[config.mk]
export PLATFORM = sky130hd
export DESIGN_NAME = xor_parity_rx
export DESIGN_NICKNAME = d
export VERILOG_FILES = /design/src/rtl/xor_parity_pkg.sv /design/src/rtl/xor_parity_acc.sv /design/src/rtl/xor_parity_rx.sv
export SDC_FILE = /design/constraint.sdc
export NUM_CORES = 1
export LEC_CHECK = 0
export CORE_MARGIN = 2
export CORE_UTILIZATION = 55
export CTS_CLUSTER_SIZE = 12
export DETAILED_ROUTE_END_ITERATION = 12
export GPL_TIMING_DRIVEN = 1
export HOLD_SLACK_MARGIN = 0.06
export PLACE_DENSITY = 0.8
export SETUP_SLACK_MARGIN = 0.3
export SKIP_CTS_REPAIR_TIMING = 1
export SLEW_MARGIN = 10
export SYNTH_ARGS = -nofsm -noshare
export SYNTH_HDL_FRONTEND = slang
export SYNTH_HIERARCHICAL = 1
export SYNTH_SLANG_ARGS = --single-unit
export TNS_END_PERCENT = 100
[constraint.sdc]
create_clock -name clk -period 3.9 [get_ports clk]
set_input_delay 1.17 -clock clk [delete_from_list [all_inputs] [get_ports clk]]
set_output_delay 1.17 -clock clk [all_outputs]
set_load 0.005 [all_outputs]
[src/rtl/xor_parity_pkg.sv]
// Shared definitions for the XOR parity receiver and its accumulator.
package xor_parity_pkg;

    // Receiver frame-deframing states
    typedef enum logic [1:0] {
        IDLE   = 2'd0,
        DATA   = 2'd1,
        PARITY = 2'd2,
        STOP   = 2'd3
    } rx_state_e;

    // Default word size and the bit-counter width that goes with it
    localparam int unsigned DATA_W_DEF = 8;
    localparam int unsigned CNT_W      = $clog2(DATA_W_DEF);

    // Error statistics counter width
    localparam int unsigned STATS_W = 16;

    // Bit-counter width for an arbitrary word size; never narrower than one bit
    function automatic int unsigned cnt_width(input int unsigned w);
        return (w > 1) ? $clog2(w) : 1;
    endfunction

endpackage

[src/rtl/xor_parity_acc.sv]
// Single-bit running XOR; clear presets to ODD_PARITY so the final value is the
// parity-error indication directly. Shared with the transmit-side generator.
module xor_parity_acc #(
    parameter bit ODD_PARITY = 1'b0
) (
    input  logic clk,
    input  logic rst_n,
    input  logic clr,
    input  logic en,
    input  logic din,
    output logic acc
);

    // Accumulator register: clear has priority over enable
    always_ff @(posedge clk) begin
        if (!rst_n) begin
            acc <= 1'b0;
        end else if (clr) begin
            acc <= ODD_PARITY;
        end else if (en) begin
            acc <= acc ^ din;
        end
    end

endmodule

[src/rtl/xor_parity_rx.sv]
// Serial frame receiver: start / DATA_W data bits (LSB first) / parity / stop.
// Received words are presented on a valid/ready port with a parity-error flag.
// Optional build macro XOR_PARITY_RX_STATS_EN adds saturating error counters.
module xor_parity_rx
    import xor_parity_pkg::*;
#(
    parameter int unsigned DATA_W     = 8,
    parameter bit          ODD_PARITY = 1'b0
) (
    input  logic              clk,
    input  logic              rst_n,
    input  logic              sin,
    input  logic              bit_en,
    output logic [DATA_W-1:0] dout,
    output logic              dout_valid,
    input  logic              dout_ready,
    output logic              parity_err,
    output logic              frame_err,
    output logic              overrun
`ifdef XOR_PARITY_RX_STATS_EN
    ,
    output logic [STATS_W-1:0] par_err_cnt,
    output logic [STATS_W-1:0] frm_err_cnt
`endif
);

    localparam int unsigned BIT_CNT_W = cnt_width(DATA_W);

    rx_state_e             state;
    rx_state_e             state_nxt;
    logic [BIT_CNT_W-1:0]  cnt;
    logic [DATA_W-1:0]     shift_reg;
    logic                  par_acc;
    logic                  acc_clr;
    logic                  acc_en;
    logic                  last_bit;
    logic                  commit;
    logic                  frm_bad;
    logic                  load_ok;

    xor_parity_acc #(
        .ODD_PARITY (ODD_PARITY)
    ) u_acc (
        .clk   (clk),
        .rst_n (rst_n),
        .clr   (acc_clr),
        .en    (acc_en),
        .din   (sin),
        .acc   (par_acc)
    );

    // State register
    always_ff @(posedge clk) begin
        if (!rst_n) begin
            state <= IDLE;
        end else begin
            state <= state_nxt;
        end
    end

    // Next-state and per-strobe control decode
    always_comb begin
        state_nxt = state;
        acc_clr   = 1'b0;
        acc_en    = 1'b0;
        commit    = 1'b0;
        frm_bad   = 1'b0;
        last_bit  = (cnt == BIT_CNT_W'(DATA_W - 1));
        if (bit_en) begin
            case (state)
                IDLE: begin
                    if (!sin) begin
                        state_nxt = DATA;
                        acc_clr   = 1'b1;
                    end
                end
                DATA: begin
                    acc_en = 1'b1;
                    if (last_bit) begin
                        state_nxt = PARITY;
                    end
                end
                PARITY: begin
                    acc_en    = 1'b1;
                    state_nxt = STOP;
                end
                STOP: begin
                    commit    = sin;
                    frm_bad   = ~sin;
                    state_nxt = IDLE;
                end
                default: state_nxt = IDLE;
            endcase
        end
    end

    // A committed word may load when the output slot is empty or being drained
    assign load_ok = ~dout_valid | dout_ready;

    // Data shift register and bit counter
    always_ff @(posedge clk) begin
        if (!rst_n) begin
            cnt       <= '0;
            shift_reg <= '0;
        end else if (bit_en) begin
            if (state == IDLE && !sin) begin
                cnt       <= '0;
                shift_reg <= '0;
            end else if (state == DATA) begin
                shift_reg[cnt] <= sin;
                if (!last_bit) begin
                    cnt <= cnt + BIT_CNT_W'(1);
                end
            end
        end
    end

    // Output word register, handshake, framing pulse and sticky overrun
    always_ff @(posedge clk) begin
        if (!rst_n) begin
            dout       <= '0;
            dout_valid <= 1'b0;
            parity_err <= 1'b0;
            frame_err  <= 1'b0;
            overrun    <= 1'b0;
        end else begin
            frame_err <= frm_bad;
            if (commit && load_ok) begin
                dout       <= shift_reg;
                parity_err <= par_acc;
                dout_valid <= 1'b1;
            end else begin
                if (commit) begin
                    overrun <= 1'b1;
                end
                if (dout_valid && dout_ready) begin
                    dout_valid <= 1'b0;
                end
            end
        end
    end

`ifdef XOR_PARITY_RX_STATS_EN
    // Saturating error statistics
    always_ff @(posedge clk) begin
        if (!rst_n) begin
            par_err_cnt <= '0;
            frm_err_cnt <= '0;
        end else begin
            if (commit && load_ok && par_acc && (par_err_cnt != '1)) begin
                par_err_cnt <= par_err_cnt + STATS_W'(1);
            end
            if (frm_bad && (frm_err_cnt != '1)) begin
                frm_err_cnt <= frm_err_cnt + STATS_W'(1);
            end
        end
    end
`endif

endmodule

After elaboration in Yosys (flattened, before gate mapping). Index checks and enable logic that the tools add are counted.

Flip-flop bits (word level): 26. Output and inout port bits: 12. Bits of input ports: 5.

Multiplexer cells: 20. Reductions and logical operators: 15. Order comparisons: 2. Add/subtract/negate cells: 1. Equal/unequal tests: 7. Bitwise logic cells: 6.

Operators by type and width (count): $mux 8 (2); $mux 1 (10); $mux 3 (3); $reduce_and 3->1 (3); $bwmux 8 (1); $pmux 2 s4 (1); $eq 2x2->1 const B (2); $logic_and 1x1->1 (4); $lt 3x4->1 const B (1); $mux 2 (2); $ne 2x2->1 const B (2); $not 1->1 (4); $reduce_and 2->1 (2); $reduce_bool 2->1 (2); $reduce_or 2->1 (2); $add 3x1->3 const B (1); $demux 1 s3 (1); $eq 3x3->1 const B (1); $ge 3x1->1 const B (1); $eq 2x1->1 const B (1); $logic_not 2->1 (1); $ne 2x1->1 const B (1); $logic_not 1->1 (1); $or 1x1->1 (1); $xor 1x1->1 (1).

Depth between registers and ports, before layout.
Depth in word-level cells: 7. Depth in mapped cells: 6.

Hierarchy. Netlist, hierarchy kept.

By module, submodules not included: xor_parity_rx (cells an instance 127, area each 1172.4 um^2, instances 1); xor_parity_acc (cells an instance 5, area each 52.6 um^2, instances 1).

Worst setup path after synthesis. Ideal clock, no wire load.

Path kind: input-to-reg. Start point: input sin. End point: register dout[0]. Setup slack: 1850 ps. Arrival time: 1922 ps. Buffers on the path: 2. Stages: 6. Data required time: 3772 ps. Cells stage by stage: buf_4 nand3_1 nor2b_1 buf_4 mux2i_1 nor2_1.

Cells in the longest elaborated chain, start to end: 3.

Ends and longest elaborated chain: from (decl) (line xor_parity_rx.sv:12) `input logic sin,`; $mux 1 (line xor_parity_rx.sv:70) `case (state)`; $mux 1 (line xor_parity_rx.sv:69) `if (bit_en) begin`; $logic_and 1x1->1 (line xor_parity_rx.sv:128) `if (commit && load_ok) begin`; to (signal assigned) (line xor_parity_rx.sv:129) `dout <= shift_reg;`; to (decl) (line xor_parity_rx.sv:14) `output logic [DATA_W-1:0] dout,`.

No other way between the ends. A chain may end at the register's enable or synchronous reset.

Final worst setup path.
Start point: input sin. End point: register parity_err.

Cells in the longest elaborated chain, start to end: 3.

Ends and longest elaborated chain: $mux 1 (line xor_parity_rx.sv:70); $mux 1 (line xor_parity_rx.sv:69); $logic_and 1x1->1 (line xor_parity_rx.sv:128); to (signal assigned) (line xor_parity_rx.sv:130) `parity_err <= par_acc;`; to (decl) (line xor_parity_rx.sv:17) `output logic parity_err,`.

No other way between the ends.

==> metrics.cfg <==
[logic_synthesis]
netlist.area_leader.share = 0.425
synth_area_leaders = dfxtp_1, mux2i_1, ha_1
synth_edf_count = 0
yosysWarningCount = 6
synth_fp_nets = 144
syn_area_per_cell_sq_um = 9.28
synth_seq_area_share = 0.425
synth_seq_cells = 26
synthTopCellsByCount = dfxtp_1, nor2_1, mux2i_1
synth_cell_types = 33
synth-main-ff-cell = dfxtp_1
synth-async-reset-ratio = 0
yosysTopAreaCell = dfxtp_1
synth_most_common_cell = dfxtp_1
synth_cells = 132
synthesis.area_sq_um = 1220

[worst_setup_path]
critPathLaunchType = input pin
reg2reg_depth = 6
crit_required_ns = 4.11
path_class = input pin to register
r2r_setup_slack_ns = 2.26
cp.arrival_ns = 2.76
cp-end-kind = register
r2r-end = cnt[1]$_SDFFE_PN0P_
r2r_start = cnt[0]$_SDFFE_PN0P_
cp_max_fo = 13
crit_path_start = sin

[route]
num_vias = 968
wl_mm = 2.41
drc = 0
routed_via_density = 5.53
ant_nets = 0
drtIter0Drc = 15
post_drt_wl_per_cell_um = 13.8
drt-pass1-iter-count = 4

[timing]
finalSetupViolations = 0
finClkSkew_ns = 0.00652
rsz0062_at_grt = no
relSlewSlack = 0.664
finalSetupTns_ns = 0
worst_pin_slew_ns = 0.501
max_freq_mhz = 392
post-route-period-util = 0.654
slew_viol_final = 0
hold_viol = 0
post-route-min-period_ns = 2.55

[die]
fp.dieArea_sq_um = 2620
ios = 17
die_w_um = 51.2
rows = 17
core-area_sq_um = 2150
fp.dieH_um = 51.2
start_util = 0.570

[cts]
htreeDepth = 1
clock_latency_ns = 0.32
clk_path_buf_depth = 2
cts_tree = yes
clkTransAtPathRegs_ns = 0.14
numCtsBuffers = 3
clock_tree.root_cell = clkbuf_4
clock-sinks = 26

[final_layout]
area_growth_pct = 15.6
final_layout_size_suffix_gt1_frac = 0.0476
multi_input_area_sq_um = 652
regArea_sq_um = 520
n_fill_cell = 200
nets = 161
antennaDiodeCount = 0
fin_util = 0.659

[pwr]
power_density_nw_per_um2 = 306
p_total_uw = 433
peakVddDrop_mv = 0.235
p_leak_nw = 0.516

[global_routing]
antenna_found_initial = 0
grt_pass1_wl_mm = 4.01
grt_overflow = 0
grt_start_max_net_pins = 18
grt_use_total = 0.203
grt_pass1_vias = 941

[hold_path]
min_path_type = register to register
holdPathEnd = shift_reg[1]$_SDFFE_PN0P_
hold_depth = 2
holdCritStartpoint = shift_reg[1]$_SDFFE_PN0P_

[job]
cap_violations = 0

[placement]
place.port_buffers = 16
gp_congestion = 0.852
dp.final_hpwl_mm = 1.80

[outcome]
status = finished, final reports clean

## how the worst max path moves through the flow
stage / depth (start not counted) / slack (ns) / end
finish: 6 / 1.35 / parity_err$_SDFFE_PN0P_
global route: 6 / 1.24 / parity_err$_SDFFE_PN0P_
CTS: 6 / 1.36 / parity_err$_SDFFE_PN0P_
detailed placement: 6 / 1.02 / parity_err$_SDFFE_PN0P_
global placement: 6 / 1.12 / dout[2]$_SDFFE_PN0P_
floorplan: 6 / 1.85 / dout[0]$_SDFFE_PN0P_
## power by group
part	switching, mW	leakage, nW	internal, mW	total (mW)
Clock	0.0762	0.0138	0.0362	0.112
Sequential	0.00387	0.210	0.269	0.273
Combinational	0.0289	0.292	0.0189	0.0479
## layout make-up
| type | count | area share |
|---|---|---|
| repair buffers | 17 | 0.118 |
| clock buffers | 3 | 0.0159 |
| inverters | 5 | 0.0133 |
| flip-flops and latches | 26 | 0.367 |
| multi-input cells | 96 | 0.460 |
| well taps | 28 | 0.0247 |
## routing by layer
metal / part of all wire / GRT usage / wire (um)
met4: 0.0058 / 0.0676 / 14
met1: 0.45 / 0.233 / 1090
met2: 0.52 / 0.381 / 1240
met5: 0 / 0 / 0
met3: 0.023 / 0.0263 / 55
## critical path, stage by stage
cell             delay, ns
clkdlybuf4s50_1       0.72
nand3_1               0.20
nor2b_1               0.16
buf_4                 0.22
mux2i_1               0.23
nor2_1                0.06
## per-stage QoR
step	setup WS [ns]	hold WS [ns]	cells	area, sq um
after global placement	1.12	0.453	172	1390
final	1.35	0.486	175	1420
after detailed placement	1.02	0.472	172	1390
after global routing	1.24	0.531	175	1420
after floorplan	1.85	0.448	132	1220
after CTS	1.36	0.490	175	1420
## cells by family (layout without fill, tap and decap cells)
family | count (synthesis) | after routing | synth area share
buf+inv | 10 | 25 | 0.0429
compound gates | 22 | 22 | 0.122
mux | 11 | 11 | 0.0899
flops | 26 | 26 | 0.425
simple gates | 56 | 56 | 0.249
fa+ha+maj | 7 | 7 | 0.0715
## layout by cell type (no fill, tap or decap), drive strengths merged
| cell type | count |
|---|---|
| ha | 7 |
| a211oi | 1 |
| a22oi | 2 |
| nor4b | 1 |
| nor2b | 4 |
| and2 | 2 |
| nand2b | 2 |
| mux2i | 11 |
| nand3 | 4 |
| a21bo | 1 |
| o211ai | 1 |
| buf | 1 |
| clkdlybuf4s50 | 16 |
| a21oi | 5 |
| nand4 | 1 |
| a21boi | 5 |
| nand2 | 10 |
| nand3b | 3 |
| a21o | 1 |
| and3 | 1 |
| dfxtp | 26 |
| and4bb | 1 |
| and3b | 1 |
| nor3b | 2 |
| clkbuf | 3 |
| and4b | 1 |
| inv | 4 |
| and2b | 1 |
| nor3 | 2 |
| clkinv | 1 |
| o211a | 1 |
| o21ai | 5 |
| nor2 | 20 |
Note: power is estimated with default switching activity, not from simulation.
